[config.mk]
export PLATFORM = sky130hd
export DESIGN_NAME = prog_lut
export DESIGN_NICKNAME = d
export VERILOG_FILES = /design/src/rtl/prog_lut.sv
export SDC_FILE = /design/constraint.sdc
export NUM_CORES = 1
export LEC_CHECK = 0
export CORE_MARGIN = 8
export CORE_UTILIZATION = 53
export DETAILED_ROUTE_END_ITERATION = 10
export GPL_TIMING_DRIVEN = 0
export PLACE_DENSITY = 0.75
export SLEW_MARGIN = 30
export SYNTH_ARGS = -nofsm -noshare
export SYNTH_HDL_FRONTEND = slang
export SYNTH_SLANG_ARGS = --single-unit
[constraint.sdc]
create_clock -name clk -period 2.32 [get_ports clk]
set_input_delay 0.232 -clock clk [delete_from_list [all_inputs] [get_ports clk]]
set_output_delay 0.232 -clock clk [all_outputs]
set_load 0.02 [all_outputs]
[src/rtl/prog_lut.sv]
// Programmable lookup table: loaded as a DEPTH-entry stream, then indexed by sel.
// Latency: lookup result registered one cycle after sel_valid; load_done one cycle after the final write.
// Backpressure: load_ready is high only while loading; lookups issued during a load are dropped.
module prog_lut #(
    parameter int SEL_W = 3,
    parameter int OUT_W = 2
) (
    input  logic             clk,
    input  logic             rst_n,
    input  logic             load_start,
    input  logic             load_valid,
    input  logic [OUT_W-1:0] load_data,
    output logic             load_ready,
    output logic             load_done,
    input  logic             sel_valid,
    input  logic [SEL_W-1:0] sel,
    output logic [OUT_W-1:0] o,
    output logic             o_valid
);
    localparam int DEPTH = 2 ** SEL_W;

    typedef enum logic [1:0] {
        IDLE = 2'd0,
        LOAD = 2'd1,
        RUN  = 2'd2
    } state_t;

    state_t           state;
    logic [SEL_W-1:0] wr_cnt;
    logic [OUT_W-1:0] lut_mem [DEPTH];

    assign load_ready = (state == LOAD);

    always_ff @(posedge clk) begin
        if (!rst_n) begin
            state     <= IDLE;
            wr_cnt    <= '0;
            o         <= '0;
            o_valid   <= 1'b0;
            load_done <= 1'b0;
            for (int i = 0; i < DEPTH; i++) begin
                lut_mem[i] <= '0;
            end
        end else begin
            o_valid   <= 1'b0;
            load_done <= 1'b0;
            case (state)
                IDLE, RUN: begin
                    // A lookup issued alongside load_start still reads the old table.
                    if (sel_valid) begin
                        o       <= lut_mem[sel];
                        o_valid <= 1'b1;
                    end
                    if (load_start) begin
                        state  <= LOAD;
                        wr_cnt <= '0;
                    end
                end
                LOAD: begin
                    if (load_start) begin
                        wr_cnt <= '0;
                    end else if (load_valid) begin
                        lut_mem[wr_cnt] <= load_data;
                        // Final entry leaves LOAD rather than wrapping the counter.
                        if (wr_cnt == '1) begin
                            state     <= RUN;
                            load_done <= 1'b1;
                        end else begin
                            wr_cnt <= wr_cnt + 1'b1;
                        end
                    end
                end
                default: begin
                    state  <= IDLE;
                    wr_cnt <= '0;
                end
            endcase
        end
    end
endmodule
Yosys cells after proc, flatten, opt, wreduce, memory -nomap -nowiden
Memories as Yosys holds them, arrays and structs flattened. A register that Yosys moved wholly into a read port is not among the register bits.
Index checks and enable logic that the tools add are counted.
{ "word_totals": {"n_memories": 1, "output_inout_bits": 5, "register_bits": 7, "ram_bits": 16} }
{ "classes": {"n_reduce_logical": 9, "add_sub_neg": 1, "muxes": 21, "eq_ne": 9, "n_bitwise": 3} }
{ "mem_list": {"columns": ["memory", "words", "word_bits", "read_ports", "rd_ports_with_merged_regs", "write_ports", "line", "rtl"], "rows": [
  ["lut_mem", 8, 2, 1, 1, 8, "30", "logic [OUT_W-1:0] lut_mem [DEPTH];"]
]} }
{ "ops": {"columns": ["cell", "count"], "rows": [
  ["2-to-1 mux 3 bit", 5],
  ["2-to-1 mux 2 bit", 5],
  ["2-to-1 mux 1 bit", 9],
  ["inequality test 2 bit (second input constant)", 3],
  ["inequality test 3 bit (second input constant)", 2],
  ["case mux 3 bit (2 select lines)", 1],
  ["case mux 2 bit (2 select lines)", 1],
  ["AND reduction 2 bit", 2],
  ["AND reduction 4 bit", 1],
  ["OR reduction 2 bit", 2],
  ["OR reduction 4 bit", 1],
  ["adder 3 x 1 -> 3 bit (second input constant)", 1],
  ["equality test 3 bit (second input constant)", 1],
  ["NOT 1 bit", 3],
  ["AND reduction 3 bit", 1],
  ["equality test 2 x 1 -> 1 bit (second input constant)", 1],
  ["equality test 2 bit (second input constant)", 1],
  ["zero test 2 bit", 1],
  ["inequality test 2 x 1 -> 1 bit (second input constant)", 1],
  ["zero test 1 bit", 1]
]} }

Logic depth before layout (Yosys ltp)
Gate-level depths: netlist (run 1).
{ "logic_depth": {"ltp_word": 7, "mapped_depth": 6, "mapped_depth_nobuf": 6} }

Worst setup path before layout (run 1)
No wires, ideal clock.
{ "synth_timing": {"path_type": "register -> register", "from": "reg wr_cnt[0]", "to": "reg wr_cnt[0]", "required_ns": 2.250, "arrival_time_ns": 1.632, "path_slack_ns": 0.618, "setup_ns": 0.070, "stages_incl_launch_ff": 7, "path_cell_list": "dfxtp_1 -> ha_1 -> ha_1 -> and2b_2 -> o21ai_2 -> or4b_1 -> a21oi_1"} }
{ "synth_between": {"elab_chain_len": 5} }
{ "synth_rtl": {"columns": ["item", "line", "rtl"], "rows": [
  ["from (decl)", "29", "logic [SEL_W-1:0] wr_cnt;"],
  ["from (signal assigned)", "69", "wr_cnt <= wr_cnt + 1'b1;"],
  ["adder 3 x 1 -> 3 bit", "69", null],
  ["2-to-1 mux 3 bit", "65", "if (wr_cnt == '1) begin"],
  ["2-to-1 mux 3 bit", "62", "end else if (load_valid) begin"],
  ["2-to-1 mux 3 bit", "60", "if (load_start) begin"],
  ["case mux 3 bit (2 select lines)", "47", "case (state)"]
]} }
Several ways; a longest one is shown, not always the timed one. The select of a mux whose other input is x is not followed.
A chain may end at the register's enable or synchronous reset.

Worst setup path after layout (run 1)
{ "layout_timing": {"from": "reg state[0]", "to": "out load_ready"} }
{ "layout_between": {"elab_chain_len": 1} }
{ "layout_rtl": {"columns": ["item", "line", "rtl"], "rows": [
  ["from (decl)", "28", "state_t state;"],
  ["from (signal assigned)", "36", "state <= IDLE;"],
  ["from (signal assigned)", "55", "state <= LOAD;"],
  ["from (signal assigned)", "66", "state <= RUN;"],
  ["equality test 2 x 1 -> 1 bit", "32", "assign load_ready = (state == LOAD);"],
  ["to (decl)", "13", "output logic load_ready,"]
]} }
Every way passes these cells.

==> results of run 1 <==
-- per-stage QoR --
stage	util [%]	worst slack (ns)	cells	cell area, um2	total power [mW]
2_1_floorplan	-	0.6181	106	1207	0.5521
3_3_place_gp	62.65	0.2284	147	1373	0.5888
4_1_cts	63.91	0.3464	151	1400	0.7716
6_report	63.91	0.3495	151	1400	0.7706
5_1_grt	63.91	0.2692	151	1400	0.7921
3_5_place_dp	62.65	0.09943	147	1373	0.5917
-- cell families after synthesis --
| family | Yosys count |
|---|---|
| fa+ha+maj | 2 |
| flops | 25 |
| mux | 10 |
| buf+inv | 6 |
| compound gates | 20 |
| simple gates | 43 |
-- sequential cells by signal (all words and copies together), names as in the netlist --
signal	flops
o	2
state	2
lut_mem	16
wr_cnt	3
o_valid	1
load_done	1
-- critical path, delay by kind of cell (launching register included) --
family | cells | cell delay (ns)
and+or+nand+nor | 1 | 0.16
DFF | 1 | 0.47
buffers and inverters | 2 | 0.79
-- worst max-delay path by stage --
stage | from | end | slack, ns | depth (start not counted)
after floorplan | wr_cnt[0] | wr_cnt[0] | 0.62 | 6
after global placement | load_start | lut_mem[6][0] | 0.23 | 5
after detailed placement | load_start | lut_mem[6][1] | 0.1 | 5
after CTS | state[0] | load_ready | 0.35 | 3
after global routing | state[0] | load_ready | 0.27 | 3
final | state[0] | load_ready | 0.35 | 3
-- report_power, final --
| group | leakage, nW | switching [mW] | total [mW] | internal (mW) |
|---|---|---|---|---|
| Combinational | 0.240 | 0.0426 | 0.0876 | 0.0449 |
| Sequential | 0.239 | 0.00713 | 0.494 | 0.486 |
| Clock | 0.0177 | 0.125 | 0.190 | 0.0645 |
-- area by class of cell --
cell class                      count  area [um2]  area share (%)
Clock inverter                      1       5.005          0.3575
Inverter                            2       7.507          0.5362
Clock buffer                        3       22.52           1.609
Timing Repair Buffer               13       130.1           9.294
Tap cell                           28       35.03           2.502
Buffer                              4       22.52           1.609
Multi-Input combinational cell     75       516.7           36.91
Sequential cell                    25       660.6           47.19
-- layout by cell type (no fill, tap or decap) --
master	n
nor2_1	17
edfxtp_1	16
clkdlybuf4s50_1	13
o21ai_0	10
dfxtp_1	9
mux2i_1	8
a21oi_1	6
nand2_1	4
nor2b_1	3
nand3b_1	3
clkbuf_4	3
buf_4	2
or2_2	2
nand2b_1	2
inv_1	2
or3b_4	2
mux4_2	2
nand4b_1	2
ha_1	2
nand4_1	1
buf_1	1
clkbuf_1	1
nand3_4	1
and2b_2	1
o21ai_2	1
or4b_1	1
and4_2	1
and2_1	1
and2b_1	1
a31oi_1	1
nor3_1	1
o21a_1	1
a211oi_1	1
clkinv_2	1
-- routing by layer --
metal | up-vias | GRT usage, %
met5 | - | 0
met4 | 0 | 6.685
met1 | 406 | 12.45
met2 | 20 | 20.79
li1 | 419 | -
met3 | 5 | 2.962
==> results.tsv, run 1 <==
metric	value	unit
status	completed	
CP Launch Type	flip-flop	
Skew-Pair Late Insertion Delay	0.31	ns
fmax	507.5	MHz
R2R setup slack	0.45	ns
DP Wirelength	1803	um
synthesized net count	118	
yosys warns	0	
worst-case clock buffer depth	2	
first-pass GRT wire length	3912	um
NumNets Final	136	
IO Port Bufs	13	
share of cells above drive strength 1	13.01	%
Post-DRT Antenna Nets	0	
CP peak stage delay	0.62	ns
mux cell area share after synthesis	10.36	%
Worst Path Arrival	1.74	ns
RSZ-0062 raised after global routing	no	
Area growth, synth to finish	15.96	%
setup TNS	0	ns
Least-Margin Pin Slew	0.3446	ns
hold buffer count at CTS	0	
number of global-route vias before repair	910	
pwr dens	550.4	nW/um2
Synth Area in Compound Gates	9.119	%
area of the mapped netlist	1207	um2
TritonCTS buffer count	3	
Netlist cell types	31	
vias per inst	5.629	
post-synth top area share	39.79	%
crit end category	primary output	
Primary FF master, synth	edfxtp_1	
WL/cell	15.07	um
total vias in the final route	850	
top-count cell post-synth	nor2_1	
largest family of logic cells by synthesized area	simple AND/OR/NAND/NOR gates	
CP max-delay cell	clkdlybuf4s50_1	
uppermost layer routed	met4	
reg2reg start	state[0]	
CTS tree	built	
Final period util	84.94	%
die width	63.73	um
Min-Delay Path Class	input port to flip-flop	
final WL	2276	um
WHS Endpoint	o[1]	
Detailed Routing Iterations Pass 1	4	
top cell type by total area after synthesis	edfxtp_1	
number of top-level pins	15	
Synth area leaders	edfxtp_1 (40%), dfxtp_1 (15%), mux2i_1 (6.6%)	
fin crit period	1.971	ns
Post-route DRC	0	
antenna cells	0	
Setup Skew	0.005507	ns
Setup Viol. Count Final	0	
hold path cells	3	
Post-synth ARST share	0	%
Post-CTS Resized	0	
Peak VDD IR	0.2753	mV
kind of critical path	flip-flop to primary output	
Post-CTS Setup Inserts	0	
worst r2r dst	lut_mem[6][1]	
Max H-tree Level	1	
Synth Instances	106	
1st-iter DRT viols	20	
clock root cell	clkbuf_4	
CP Data Required Time	2.09	ns
initial antenna violation count	0	
DIE AREA	4062	um2
min-delay src	rst_n	
All-Layer GR Usage	11.75	%
XOR/XNOR Fraction of Synth Area	0	%
CTS clock-pin slew for the worst setup and hold paths	0.13	ns
adder-cell share of the synthesized area	2.073	%
Starting Density	55.11	%
Synth top cells by count	nor2_1 (17), edfxtp_1 (16), o21ai_0 (10)	
fill count	193	
largest net degree at the start of global routing	15	
post-synthesis sequential element count	25	
simple-gate share of the synthesized area	21.24	%
Rows	17	
path depth of the worst reg2reg path	5	
crit-path cells	nor2b_1, buf_4, clkdlybuf4s50_1	
MaxCap Viol Count	0	
Post-synth EDFFs	16	
Core Area	2191	um2
Hold Vio Cnt, Final	0	
P_leak	0.4970	nW
routability-driven placement congestion ratio	0.6702	
DR WL met3	94	um
die height	63.73	um
sequential element share of the synthesized area	54.72	%
fin. max-slew vios	0	
Hold WS	0.5317	ns
total grt overflow	0	
crit path max fanout	8	
met2 routed WL	1194	um
WL met1	949	um
Slew headroom	76.78	%
TritonCTS Sinks	25	
syn avg cell area	11.39	um2
(Power assumes the default switching activity.)
==> run 2, diff against run 1 <==
--- a/config.mk
+++ b/config.mk
@@ -6,10 +6,10 @@
 export NUM_CORES = 1
 export LEC_CHECK = 0
 export CORE_MARGIN = 8
-export CORE_UTILIZATION = 53
+export CORE_UTILIZATION = 48
 export DETAILED_ROUTE_END_ITERATION = 10
 export GPL_TIMING_DRIVEN = 0
-export PLACE_DENSITY = 0.75
+export PLACE_DENSITY = 0.71
 export SLEW_MARGIN = 30
 export SYNTH_ARGS = -nofsm -noshare
 export SYNTH_HDL_FRONTEND = slang
==> constraint.sdc (replaced) <==
create_clock -name clk -period 1.8 [get_ports clk]
set_input_delay 0.18 -clock clk [delete_from_list [all_inputs] [get_ports clk]]
set_output_delay 0.18 -clock clk [all_outputs]
set_load 0.02 [all_outputs]
==> run 2 against run 1 <==
Against the previous run:
- worst hold slack gained 0.0056 ns
- flip-flop and latch count is the same
- die area grew 7.8%
- critical path depth grew 3
- sequential share of layout area shrank 0.64 points
- highest routed layer unchanged
- power grew 28%
- first-iteration DRC count grew 35%
- clock skew grew 0.0024 ns
- largest cell class unchanged
- via count grew 0.59%
- register-to-register slack lost 0.40 ns
- final cell count grew 1.3%
==> results.tsv, run 2 (synthesis gave the netlist of run 1 again) <==
metric	value	unit
status	completed	
IO Port Bufs	13	
Slew headroom	75.19	%
Placement Cell Area	1375	um2
CP Data Required Time	2.05	ns
total grt overflow	0	
DIE AREA	4376	um2
antenna cells	0	
delay-heaviest family, CP	simple AND/OR/NAND/NOR gates	
Largest Register	lut_mem	
pwr dens	691.1	nW/um2
die width	66.16	um
CTS clock-pin slew for the worst setup and hold paths	0.13	ns
Rows	18	
routability-driven placement congestion ratio	0.7083	
fill count	220	
max reg flops	16	
CP max-delay cell	or4b_4	
TritonCTS buffer count	3	
All-Layer GR Usage	11.53	%
1st-iter DRT viols	27	
Hold Vio Cnt, Final	0	
setup TNS	0	ns
Setup Skew	0.007909	ns
commonest non-fill, non-tap cell in the layout	nor2_1	
Least-Margin Pin Slew	0.3721	ns
post-route insts no fill	153	
crit path max fanout	8	
Core Area	2432	um2
placed cells	149	
worst-case clock buffer depth	2	
sequential cell area	665.6	um2
crit-path cells	ha_2, ha_4, and2b_2, o21ai_2, or4b_4, a21oi_2	
Largest regs	lut_mem (16), wr_cnt (3)	
Buffers & Inverters on Critical Path	0	
clock root cell	clkbuf_4	
first-pass GRT wire length	3884	um
NumNets Final	136	
crit end category	flip-flop	
Skew-Pair Late Insertion Delay	0.31	ns
largest net degree at the start of global routing	14	
share of cells above drive strength 1	17.89	%
most frequent cells in the layout	nor2_1 (17), edfxtp_1 (16), clkdlybuf4s50_1 (12), mux2i_1 (8), dfxtp_1 (7)	
fin crit period	1.753	ns
number of top-level pins	15	
Area growth, synth to finish	18.45	%
Starting Density	49.64	%
area of the multi-input gates	541.8	um2
Post-DRT Antenna Nets	0	
CTS tree	built	
die height	66.16	um
fmax	570.5	MHz
Worst Path Arrival	2.00	ns
hold buffer count at CTS	0	
vias per inst	5.588	
final WL	2347	um
kind of critical path	flip-flop to flip-flop	
post-layout util	58.80	%
Final period util	97.38	%
RSZ-0062 raised after global routing	yes	
Setup Viol. Count Final	0	
Final Instance Area	1430	um2
number of global-route vias before repair	860	
total vias in the final route	855	
CP peak stage delay	0.52	ns
MaxCap Viol Count	0	
Detailed Routing Iterations Pass 1	4	
Max H-tree Level	1	
Peak VDD IR	0.3230	mV
P_leak	0.4937	nW
initial antenna violation count	0	
Post-route DRC	0	
DP Wirelength	1827	um
Min-Delay Path Class	input port to flip-flop	
CP Launch Type	flip-flop	
fin. max-slew vios	0	
WL/cell	15.34	um
TritonCTS Sinks	25	
## run 2: cell types whose count changed in the layout (fill, tap and decap cells not counted), moves of 2 or more
| cell | delta |
|---|---|
| dfxtp_1 | -2 |
| ha_1 | -2 |
| o21ai_0 | -4 |
| o21ai_1 | +4 |
## run 2: power breakdown
part	internal (mW)	switching (mW)
registers	0.626	0.00946
logic	0.0580	0.0569
clock network	0.0864	0.152
## run 2: tightest hold or removal path, stage by stage
cell and delay, ns:
buf_4 0.16, mux2i_1 0.14, mux4_2 0.26, a21oi_1 0.07
## run 2: metrics by stage
| step | setup slack [ns] | hold WS [ns] | power, mW |
|---|---|---|---|
| finish | 0.04711 | 0.5373 | 0.9884 |
| global route | -0.02714 | 0.5308 | 1.031 |
| CTS | 0.003306 | 0.5342 | 0.9952 |
| detailed placement | -0.3000 | 0.5424 | 0.7649 |
| global placement | -0.2567 | 0.5213 | 0.7586 |
| floorplan | 0.09808 | 0.2593 | 0.7115 |
## run 2: layout make-up
cell class	instances	share of cell area (%)
inverters	2	0.5249
multi-input cells	75	37.88
repair buffers	13	9.011
well taps	30	2.625
clock buffers	4	1.837
plain buffers	4	1.575
flip-flops and latches	25	46.54
## run 2: routing by layer
layer	share of wire (%)	track usage, %	vias to the layer above
met3	5.0	2.712	4
met4	0.98	4.800	0
met1	44	13.45	410
met5	0	0	-
li1	-	-	420
met2	50	19.66	21
## run 2: worst paths after layout
path          endpoint  cells past startpoint  slack, ns  startpoint
min               o[1]                      4       0.54      sel[0]
max          wr_cnt[0]                      6       0.05   wr_cnt[0]
min reg2reg   state[0]                      1       0.55    state[0]
max reg2reg  wr_cnt[0]                      6       0.05   wr_cnt[0]
## run 2: repair_timing
action	4_1_cts	5_1_grt
endpoints found under the hold margin	0	0
buffers inserted	0	0
endpoints found under the setup margin	8	9
resized for setup	5	9
pin swaps	0	0
==> run 3, diff against run 2 <==
--- a/config.mk
+++ b/config.mk
@@ -7,6 +7,7 @@
 export LEC_CHECK = 0
 export CORE_MARGIN = 8
 export CORE_UTILIZATION = 48
+export CTS_CLUSTER_DIAMETER = 80
 export DETAILED_ROUTE_END_ITERATION = 10
 export GPL_TIMING_DRIVEN = 0
 export PLACE_DENSITY = 0.71
==> results of run 3 <==
The final DEF is identical to that of run 2; final timing and power are the same.
